<file path="src/rtl/seq_divider_pkg.sv">
// Shared definitions for the sequential restoring divider: FSM states and default width.
package div_pkg;

  typedef enum logic [1:0] {
    IDLE = 2'd0,
    CALC = 2'd1,
    DONE = 2'd2
  } state_t;

  localparam int DEFAULT_WIDTH = 32;

endpackage

</file>
<file path="src/rtl/seq_divider_sub.sv">
// One-bit full subtractor cell, ripple-chained by seq_divider to form the trial subtractor.
module sub_submodule (
  input  logic A_i,
  input  logic B_i,
  input  logic Borrow_i,
  output logic D_o,
  output logic Borrow_o
);

  assign D_o      = A_i ^ B_i ^ Borrow_i;
  assign Borrow_o = (~A_i & B_i) | (~(A_i ^ B_i) & Borrow_i);

endmodule

</file>
<file path="src/rtl/seq_divider.sv">
// Sequential restoring divider, one quotient bit per cycle, MSB first.
// Optional macro DIV_BYZERO_DETECT_EN short-circuits a zero divisor straight to DONE.
module seq_divider
  import div_pkg::*;
#(
  parameter int WIDTH = DEFAULT_WIDTH
) (
  input  logic             Clk_i,
  input  logic             Rst_n_i,
  input  logic             Start_i,
  input  logic [WIDTH-1:0] Dividend_i,
  input  logic [WIDTH-1:0] Divisor_i,
  output logic             Busy_o,
  output logic             Done_o,
  output logic [WIDTH-1:0] Quotient_o,
  output logic [WIDTH-1:0] Remainder_o,
  output logic             DivByZero_o
);

  localparam int CW = $clog2(WIDTH);

  state_t           r_state;
  state_t           w_nextState;
  logic [CW-1:0]    r_cnt;
  logic [WIDTH-1:0] r_divisor;
  logic [WIDTH-1:0] r_quotSh;
  logic [WIDTH-1:0] r_partRem;
  logic [WIDTH-1:0] r_quotOut;
  logic [WIDTH-1:0] r_remOut;

  logic             w_accept;
  logic             w_zeroDiv;
  logic             w_lastIter;
  logic [WIDTH:0]   w_shifted;
  logic [WIDTH:0]   w_subB;
  logic [WIDTH:0]   w_diff;
  logic [WIDTH+1:0] w_borrow;
  logic             w_restore;
  logic             w_unusedDiffMsb;
  logic [WIDTH-1:0] w_remNext;
  logic [WIDTH-1:0] w_quotNext;

  assign w_accept   = Start_i && (r_state == IDLE || r_state == DONE);
  assign w_zeroDiv  = (Divisor_i == '0);
  assign w_lastIter = (r_cnt == CW'(WIDTH - 1));

  // Partial remainder is WIDTH+1 bits wide after the shift, so the subtractor is too.
  assign w_shifted   = {r_partRem, r_quotSh[WIDTH-1]};
  assign w_subB      = {1'b0, r_divisor};
  assign w_borrow[0] = 1'b0;

  for (genvar g = 0; g <= WIDTH; g++) begin : g_sub
    sub_submodule u_sub (
      .A_i      (w_shifted[g]),
      .B_i      (w_subB[g]),
      .Borrow_i (w_borrow[g]),
      .D_o      (w_diff[g]),
      .Borrow_o (w_borrow[g+1])
    );
  end

  assign w_restore       = w_borrow[WIDTH+1];
  assign w_unusedDiffMsb = w_diff[WIDTH];
  assign w_remNext       = w_restore ? w_shifted[WIDTH-1:0] : w_diff[WIDTH-1:0];
  assign w_quotNext      = {r_quotSh[WIDTH-2:0], ~w_restore};

  always_ff @(posedge Clk_i or negedge Rst_n_i) begin
    if (!Rst_n_i) r_state <= IDLE;
    else          r_state <= w_nextState;
  end

  always_comb begin
    w_nextState = r_state;
    case (r_state)
      IDLE, DONE: begin
        w_nextState = IDLE;
        if (Start_i) begin
`ifdef DIV_BYZERO_DETECT_EN
          w_nextState = w_zeroDiv ? DONE : CALC;
`else
          w_nextState = CALC;
`endif
        end
      end
      CALC:    w_nextState = w_lastIter ? DONE : CALC;
      default: w_nextState = IDLE;
    endcase
  end

  always_ff @(posedge Clk_i or negedge Rst_n_i) begin
    if (!Rst_n_i) begin
      r_cnt     <= '0;
      r_divisor <= '0;
      r_quotSh  <= '0;
      r_partRem <= '0;
      r_quotOut <= '0;
      r_remOut  <= '0;
    end else if (w_accept) begin
      r_cnt     <= '0;
      r_divisor <= Divisor_i;
      r_quotSh  <= Dividend_i;
      r_partRem <= '0;
`ifdef DIV_BYZERO_DETECT_EN
      if (w_zeroDiv) begin
        r_quotOut <= '1;
        r_remOut  <= Dividend_i;
      end
`endif
    end else if (r_state == CALC) begin
      r_cnt     <= r_cnt + CW'(1);
      r_quotSh  <= w_quotNext;
      r_partRem <= w_remNext;
      if (w_lastIter) begin
        r_quotOut <= w_quotNext;
        r_remOut  <= w_remNext;
      end
    end
  end

`ifdef DIV_BYZERO_DETECT_EN
  logic r_divByZero;

  // Only set by a zero-divisor acceptance, so it lasts exactly the one DONE cycle.
  always_ff @(posedge Clk_i or negedge Rst_n_i) begin
    if (!Rst_n_i) r_divByZero <= 1'b0;
    else          r_divByZero <= w_accept && w_zeroDiv;
  end

  assign DivByZero_o = r_divByZero;
`else
  assign DivByZero_o = 1'b0;
`endif

  assign Busy_o      = (r_state == CALC);
  assign Done_o      = (r_state == DONE);
  assign Quotient_o  = r_quotOut;
  assign Remainder_o = r_remOut;

endmodule

</file>
<file path="config.mk">
export PLATFORM = sky130hd
export DESIGN_NAME = seq_divider
export DESIGN_NICKNAME = d
export VERILOG_FILES = /design/src/rtl/seq_divider_pkg.sv /design/src/rtl/seq_divider_sub.sv /design/src/rtl/seq_divider.sv
export SDC_FILE = /design/constraint.sdc
export NUM_CORES = 1
export LEC_CHECK = 0
export ABC_AREA = 1
export BUFFER_PORTS_ARGS = -buffer_cell sky130_fd_sc_hd__buf_2
export CAP_MARGIN = 20
export CORE_MARGIN = 3
export CORE_UTILIZATION = 50
export CTS_BUF_LIST = sky130_fd_sc_hd__clkbuf_4 sky130_fd_sc_hd__clkbuf_8
export DETAILED_ROUTE_END_ITERATION = 6
export HOLD_SLACK_MARGIN = 0.05
export PLACE_DENSITY = 0.72
export SLEW_MARGIN = 5
export SYNTH_ARGS = -nofsm -noshare
export SYNTH_HDL_FRONTEND = slang
export SYNTH_SLANG_ARGS = --single-unit
export TNS_END_PERCENT = 10
</file>
<file path="constraint.sdc">
create_clock -name Clk_i -period 28 [get_ports Clk_i]
set_input_delay 1.4 -clock Clk_i [delete_from_list [all_inputs] [get_ports Clk_i]]
set_output_delay 1.4 -clock Clk_i [all_outputs]
set_load 0.02 [all_outputs]
</file>
==> results of run 1 <==
## critical path: cells and delay by family, from the launching register on
family / cells / cell delay (ns)
AND/OR/NAND/NOR: 4 / 0.78
adder cells (fa/ha/maj): 32 / 13.84
buffers and inverters: 7 / 0.78
flip-flops: 1 / 0.39
## placed cells by master (no fill, tap or decap), drive strengths merged
cell / instances
dfrtp: 167
inv: 137
buf: 141
o21ai: 33
bufinv: 1
clkbuf: 22
clkinv: 7
ha: 3
clkinvlp: 2
a21oi: 1
conb: 1
fa: 31
nand2: 498
nand3: 67
nor2: 7
## power groups by stage
stage / registers (mW) / logic, mW / clock network [mW]
after floorplan: 0.461 / 0.446 / 0
after global placement: 0.430 / 0.602 / 0
after detailed placement: 0.432 / 0.629 / 0
after CTS: 0.429 / 0.630 / 0.175
after global routing: 0.444 / 0.732 / 0.184
final: 0.429 / 0.620 / 0.170
## synth_stat cells (all sizes together)
cell / number
conb: 1
nor2: 7
ha: 3
a21oi: 1
o21ai: 33
inv: 137
nand3: 67
dfrtp: 167
fa: 31
buf: 39
nand2: 498
clkbuf: 5
## per-layer routing
| metal | vias up | wire length [µm] |
|---|---|---|
| li1 | 3154 | - |
| met1 | 2927 | 8160 |
| met2 | 147 | 7900 |
| met3 | 22 | 821 |
| met4 | 0 | 246 |
| met5 | - | 0 |
## final timing paths
| kind | from | endpoint | slack [ns] | depth (start not counted) |
|---|---|---|---|---|
| min in group asynchronous | Rst_n_i | Quotient_o[19] | 0.98 | 1 |
| max reg2reg | r_quotSh[31] | Remainder_o[12] | 12.12 | 43 |
| max | r_quotSh[31] | Remainder_o[12] | 12.12 | 43 |
| max in group asynchronous | Rst_n_i | r_cnt[0] | 25.70 | 3 |
| min | Quotient_o[20] | Quotient_o[20] | 0.47 | 2 |
| min reg2reg | Quotient_o[20] | Quotient_o[20] | 0.47 | 2 |
## state kept, by name, summed over array words and instances (netlist names)
signal,flops
r_cnt,5
r_quotSh,32
Remainder_o,32
Quotient_o,32
r_partRem,32
r_divisor,32
r_state,2
## cell families after synthesis
group | count (synthesis) | synth area share, %
and+or+nand+nor | 572 | 27.9
DFF | 167 | 51.8
other | 1 | 0.0465
AOI/OAI and AO/OA | 34 | 2.11
buffers and inverters | 181 | 10.1
adders and majority gates | 34 | 8.15
## area by class of cell
type                            instances  area (µm²)
Fill cell                            1397        6280
Sequential cell                       167        4180
Multi-Input combinational cell        641        3090
Timing Repair Buffer                  141         767
Inverter                              137         514
Clock buffer                           22         303
Tap cell                              211         264
Clock inverter                         10        95.1
## per-stage QoR
stage	utilization [%]	power (mW)	instance area (µm²)	cells
finish	59.5	1.22	9210	1329
global route	59.5	1.36	9210	1329
CTS	59.3	1.23	9190	1328
global placement	56.6	1.03	8760	1295
floorplan	-	0.907	8070	989
detailed placement	56.8	1.06	8790	1296
==> results.tsv, run 1 <==
metric	value	unit
diode count	0	
vias	6250	
Sequential Power Share	35.2	%
critical path's largest stage delay	0.51	ns
share of layout cells above drive strength 1	16.3	%
Syn Area/Cell	8.16	µm²
First DRT Iteration DRCs	440	
Seq cells post-synth	167	
vias in the first global route	6024	
Area contributors post-synth	dfrtp_1 52%, nand2_1 23%, fa_1 7.7%	
CTS root buffer	clkbuf_8	
die footprint	17700	µm²
share of total power in the clock network	14.0	%
placer congestion estimate	0.773	
DP Wirelength	11.3	mm
largest net degree at the start of global routing	89	
Overall Global Routing Usage	20.4	%
Slew Viols, Final	0	
crit path time final	15.88	ns
RSZ-0062 raised after global routing	false	
busiest grt layer	met2	
Worst Hold Slack	0.470	ns
Global Route met1 Usage	29.0	%
Starting Density	52.1	%
final period utilization	56.7	%
clk_skew	0.0125	ns
crit path max fanout	18	
Residual DRC	0	
final WL	17.1	mm
Internal	665	µW
Rows	45	
met3 Usage GRT	3.92	%
CTS Buf Count	17	
top cell type's share of synthesized area	51.8	%
CP max-delay cell	nor2_2	
Max IR drop VDD	54.5	µV
Netlist cell types	19	
Post-CTS Hold Buffers	0	
Core Area	15500	µm²
Final Hold Viols	0	
PnR worst setup slack	12.12	ns
Pleak	5.11	nW
Post-CTS Resized	0	
CTS tree	done	
Max Cap Viol	0	
worst min-delay path category	flip-flop to flip-flop	
Slew @ Worst Pin	0.811	ns
sw frac	45.4	%
Crit Path Category	flip-flop to flip-flop	
Setup violations, final	0	
first-pass GRT wire length	29.2	mm
drt pass-1 iters	4	
WP data arrival	16.23	ns
Post-CTS Setup Repair Bufs	0	
initial antenna violation count	0	
Cell Area, Synth	8070	µm²
I/O Buffers	132	
Die Height	133	µm
FMAX	0.0630	GHz
startpoint types	flip-flop	
status	completed	
syn_nets	1090	
maximum buffer depth of the clock tree	2	
cell area power density	132	nW/µm²
GR Overflow Total	0	
combinational share of power	50.9	%
CP required	28.35	ns
clock transition at the registers of the reported paths	0.09	ns
io pins	134	
clk_lat worst skew	0.46	ns
nets	1206	
die width	133	µm
Setup TNS Final	0	ns
Crit path top cell by count	fa_1	
worst slack at placement	12.05	ns
switching power total	554	µW
met2 Use GR	32.0	%
drt via density	4.70	
sequential share of the synthesized area	51.8	%
WL/cell	12.9	µm
Area Overhead vs Synth	14.1	%
Slew headroom	45.9	%
cell taking the most area after synthesis	dfrtp_1	
Critical Path End Type	flip-flop	
clock sink total	167	
Routed Antenna Nets	0	
htree depth	4	
YS warnings	0	
Syn Inst Count	989	
(Power assumes the default switching activity.)
==> run 2, diff against run 1 <==
==> constraint.sdc (replaced) <==
create_clock -name Clk_i -period 16.6 [get_ports Clk_i]
set_input_delay 0.83 -clock Clk_i [delete_from_list [all_inputs] [get_ports Clk_i]]
set_output_delay 0.83 -clock Clk_i [all_outputs]
set_load 0.02 [all_outputs]
==> results.tsv, run 2 (synthesis results as in run 1) <==
metric	value	unit
worst setup path end	Remainder_o[21]	
Internal	1.15	mW
Slew headroom	44.2	%
htree depth	4	
vias in the first global route	5959	
Pleak	5.13	nW
R2R setup slack	0.83	ns
Max Cap Viol	0	
switching power total	923	µW
final instance area	9230	µm²
clock transition at the registers of the reported paths	0.09	ns
Slew Viols, Final	0	
First DRT Iteration DRCs	354	
CTS tree	done	
final period utilization	95.0	%
Final Hold Viols	0	
CP max-delay cell	fa_1	
diode count	0	
final WL	17.2	mm
share of layout cells above drive strength 1	16.3	%
Top delay family on crit path	adder cells	
RSZ-0062 raised after global routing	false	
commonest cells after routing, fill and taps aside	495 x nand2_1, 167 x dfrtp_1, 133 x inv_1, 131 x buf_2, 67 x nand3_1	
Routed Antenna Nets	0	
DP Wirelength	11.4	mm
WP data arrival	16.16	ns
I/O Buffers	132	
Die Height	133	µm
WL/cell	12.9	µm
CP required	16.99	ns
Residual DRC	0	
Sequential Power Share	35.0	%
critical path's largest stage delay	0.48	ns
most common cell after layout, fill and taps aside	nand2_1	
combinational share of power	50.1	%
Overall Global Routing Usage	20.5	%
die footprint	17700	µm²
FMAX	0.0634	GHz
worst setup path start	r_quotSh[31]	
Crit path top cell by count	fa_1	
Rows	45	
Multi-input gate area	3090	µm²
status	completed	
Critical Path End Type	flip-flop	
crit path max fanout	18	
Final Total Pwr	2.07	mW
largest net degree at the start of global routing	118	
share of total power in the clock network	14.9	%
Post-CTS Hold Buffers	0	
placer congestion estimate	0.797	
clock sink total	167	
FF-to-FF Start	r_quotSh[31]	
GR Overflow Total	0	
Setup violations, final	0	
Crit Path Category	flip-flop to flip-flop	
initial antenna violation count	0	
nets	1207	
Reg area	4180	µm²
Core Area	15500	µm²
io pins	134	
FF-to-FF path depth	42	
CP Depth	42	
CTS Buf Count	17	
Cell Area, Placed	8780	µm²
crit path time final	15.77	ns
drt via density	4.64	
Post-CTS Setup Repair Bufs	0	
cell area power density	224	nW/µm²
clk_skew	0.0132	ns
startpoint types	flip-flop	
maximum buffer depth of the clock tree	2	
worst min-delay path category	primary input to asynchronous set/reset pin	
Starting Density	52.1	%
clk_lat worst skew	0.45	ns
Max IR drop VDD	85.9	µV
vias	6163	
sw frac	44.6	%
drt pass-1 iters	4	
CTS root buffer	clkbuf_8	
Area Overhead vs Synth	14.4	%
first-pass GRT wire length	29.1	mm
die width	133	µm
Post-CTS Resized	0	
Fill cells	1394	
Slew @ Worst Pin	0.835	ns
FF-to-FF End	Remainder_o[21]	
CP bufs+invs	6	
Setup TNS Final	0	ns
[run 2: cell types whose count changed in the layout (fill, tap and decap cells not counted)]
cell,change
clkinv_4,-3
buf_4,+2
bufinv_16,+2
clkinvlp_4,-2
buf_12,-1
clkbuf_4,+1
clkinv_2,+1
[run 2: layout make-up]
cell class,instances,share of cell area [%]
repair buffers,142,8.25
inverters,137,5.57
clock inverters,8,1.29
flip-flops and latches,167,45.3
multi-input cells,641,33.4
clock buffers,23,3.36
well taps,211,2.86
[run 2: power groups by stage]
stage | Sequential [mW] | Combinational, mW | Clock [mW]
final | 0.724 | 1.04 | 0.309
after global routing | 0.748 | 1.22 | 0.335
after CTS | 0.724 | 1.06 | 0.317
after detailed placement | 0.729 | 1.06 | 0
after global placement | 0.725 | 1.02 | 0
after floorplan | 0.778 | 0.752 | 0
[run 2: worst min-delay path by stage]
stage | startpoint | to | slack, ns | cells past startpoint
final | Rst_n_i | Quotient_o[19] | 0.21 | 1
after global routing | Rst_n_i | Quotient_o[18] | 0.19 | 1
after CTS | Quotient_o[3] | Quotient_o[3] | 0.47 | 2
after detailed placement | Quotient_o[3] | Quotient_o[3] | 0.45 | 2
after global placement | Quotient_o[21] | Quotient_o[21] | 0.45 | 2
after floorplan | r_cnt[4] | r_cnt[4] | 0.45 | 2
[run 2: metrics by stage]
stage | utilization, % | instances | hold WS [ns] | worst slack [ns]
2_1_floorplan | - | 989 | 0.448 | 1.65
3_3_place_gp | 56.7 | 1297 | 0.449 | 0.949
3_5_place_dp | 56.7 | 1297 | 0.453 | 0.738
4_1_cts | 59.5 | 1328 | 0.474 | 0.653
5_1_grt | 59.6 | 1329 | 0.186 | 0.0741
6_report | 59.6 | 1329 | 0.207 | 0.829
[run 2: routing by layer]
layer / part of all wire (%) / GRT usage [%]
met5: 0 / 0
met3: 5.2 / 3.84
met2: 47 / 31.6
met4: 1.3 / 7.22
met1: 47 / 29.4
[run 2: worst reg2reg max path, delay by kind of cell, from the launching register on]
| family | cells | cell delay, ns |
|---|---|---|
| AND/OR/NAND/NOR | 4 | 0.70 |
| adder cells (fa/ha/maj) | 32 | 13.89 |
| flip-flops | 1 | 0.38 |
| buffers and inverters | 6 | 0.74 |
==> run 3, diff against run 2 <==
--- a/config.mk
+++ b/config.mk
@@ -5,7 +5,7 @@
 export SDC_FILE = /design/constraint.sdc
 export NUM_CORES = 1
 export LEC_CHECK = 0
-export ABC_AREA = 1
+export ABC_AREA = 0
 export BUFFER_PORTS_ARGS = -buffer_cell sky130_fd_sc_hd__buf_2
 export CAP_MARGIN = 20
 export CORE_MARGIN = 3
@@ -13,7 +13,7 @@
 export CTS_BUF_LIST = sky130_fd_sc_hd__clkbuf_4 sky130_fd_sc_hd__clkbuf_8
 export DETAILED_ROUTE_END_ITERATION = 6
 export HOLD_SLACK_MARGIN = 0.05
-export PLACE_DENSITY = 0.72
+export PLACE_DENSITY = 0.73
 export SLEW_MARGIN = 5
 export SYNTH_ARGS = -nofsm -noshare
 export SYNTH_HDL_FRONTEND = slang
==> results.tsv, run 3 <==
metric	value	unit
ys flop type	dfrtp_1	
die footprint	16600	µm²
DP Wirelength	10.4	mm
GR Overflow Total	0	
maximum buffer depth of the clock tree	2	
Setup TNS Final	0	ns
CTS tree	done	
Final Hold Viols	0	
RSZ-0062 raised after global routing	false	
First DRT Iteration DRCs	439	
FMAX	0.0642	GHz
Starting Density	51.5	%
Slew Viols, Final	0	
vias in the first global route	5198	
Routed Antenna Nets	0	
share of layout cells above drive strength 1	28.3	%
io pins	134	
critical path's largest stage delay	0.48	ns
Syn Area/Cell	12.1	µm²
sequential share of the synthesized area	55.4	%
cell area power density	229	nW/µm²
CTS Buf Count	17	
Multi-input gate area	2980	µm²
WP data arrival	15.88	ns
Syn Inst Count	623	
Internal	1.18	mW
Area Overhead vs Synth	15.1	%
Post-CTS Setup Repair Bufs	0	
Pleak	4.14	nW
startpoint types	flip-flop	
drt pass-1 iters	5	
Max IR drop VDD	101	µV
nets	838	
Post-CTS Resized	0	
CP required	16.89	ns
clk_lat worst skew	0.46	ns
Area contributors post-synth	dfrtp_1 55%, fa_1 8.2%, mux2_4 5.6%	
Max Cap Viol	0	
share of total power in the clock network	15.4	%
WL/cell	16.7	µm
number of synthesized flops with an enable pin	0	
Setup violations, final	0	
syn_nets	724	
Sequential Power Share	37.7	%
Core Area	14600	µm²
Residual DRC	0	
Netlist cell types	29	
Crit path top cell by count	fa_1	
Critical Path End Type	flip-flop	
Rows	44	
Reg area	4180	µm²
YS warnings	0	
clk_skew	0.0124	ns
Async S/R FF share, synth	100	%
vias	4999	
worst min-delay path category	primary input to asynchronous set/reset pin	
clock transition at the registers of the reported paths	0.09	ns
CTS root buffer	clkbuf_8	
combinational share of power	46.9	%
initial antenna violation count	1	
most common cell in the netlist	dfrtp_1	
Seq cells post-synth	167	
Slew @ Worst Pin	0.909	ns
drt via density	5.35	
crit path max fanout	18	
crit path time final	15.58	ns
Final Total Pwr	1.99	mW
final WL	15.6	mm
first-pass GRT wire length	25.9	mm
Post-CTS Hold Buffers	0	
largest net degree at the start of global routing	95	
Fill cells	1209	
Cell Area, Synth	7540	µm²
Crit Path Category	flip-flop to flip-flop	
placer congestion estimate	0.814	
status	completed	
commonest cells after routing, fill and taps aside	167 x dfrtp_1, 131 x buf_2, 101 x nand2_1, 59 x o21ai_0, 37 x inv_1	
htree depth	4	
Slew headroom	39.3	%
most common cell after layout, fill and taps aside	dfrtp_1	
top cells by count, synth	167 x dfrtp_1, 101 x nand2_1, 59 x o21ai_0, 37 x inv_1, 33 x mux2i_1	
top cell type's share of synthesized area	55.4	%
die width	129	µm
switching power total	814	µW
Overall Global Routing Usage	19.8	%
sw frac	40.9	%
clock sink total	167	
CP max-delay cell	fa_1	
R2R setup slack	1.02	ns
I/O Buffers	132	
cell taking the most area after synthesis	dfrtp_1	
final period utilization	93.9	%
Die Height	129	µm
FF-to-FF path depth	41	
run 3: final timing paths:
path | startpoint | to
min reg2reg | r_cnt[3] | r_cnt[3]
min in group Clk_i | r_cnt[3] | r_cnt[3]
max in group asynchronous | Rst_n_i | Quotient_o[30]
max | r_quotSh[31] | Remainder_o[21]
min | Rst_n_i | Quotient_o[21]
max reg2reg | r_quotSh[31] | Remainder_o[21]
run 3: power by group through the flow:
stage	combinational [mW]	sequential, mW	clock, mW
floorplan	0.621	0.815	0
global placement	0.901	0.746	0
detailed placement	0.945	0.756	0
CTS	0.953	0.749	0.314
global route	1.06	0.774	0.332
finish	0.933	0.750	0.306
run 3: logic make-up after synthesis:
group	share of synthesized area, %
buf+inv	5.38
mux	11.0
simple gates	8.08
flops	55.4
other cells	0.0497
compound gates	11.3
fa+ha+maj	8.73
run 3: cell type report:
| cell class | instances | area share, % |
|---|---|---|
| clock buffers | 18 | 2.86 |
| flip-flops and latches | 167 | 48.2 |
| diodes | 1 | 0.0288 |
| inverters | 38 | 1.64 |
| multi-input cells | 374 | 34.4 |
| repair buffers | 139 | 8.29 |
| well taps | 184 | 2.65 |
| clock inverters | 14 | 2.00 |
run 3: through the flow:
step,cells,area (µm²),util [%],worst slack (ns),hold WS [ns]
2_1_floorplan,623,7540,-,1.56,0.437
3_3_place_gp,902,8250,56.3,1.10,0.454
3_5_place_dp,902,8250,56.3,0.901,0.468
4_1_cts,934,8670,59.2,0.870,0.450
5_1_grt,935,8680,59.2,0.316,0.488
6_report,935,8680,59.2,1.02,0.421
run 3: layer usage:
| metal | GRT usage [%] | up-vias | share of wire (%) | wire (µm) |
|---|---|---|---|---|
| met3 | 4.15 | 29 | 4.1 | 636 |
| met4 | 8.46 | 0 | 2.4 | 373 |
| li1 | - | 2350 | - | - |
| met1 | 27.1 | 2498 | 44 | 6920 |
| met5 | 0 | - | 0 | 0 |
| met2 | 30.9 | 122 | 49 | 7700 |
run 3: critical path, delay by kind of cell (launching register included):
family	cells	cell delay (ns)
compound gates	1	0.13
flops	1	0.37
mux	1	0.31
fa+ha+maj	32	13.79
simple gates	1	0.14
buf+inv	6	0.66
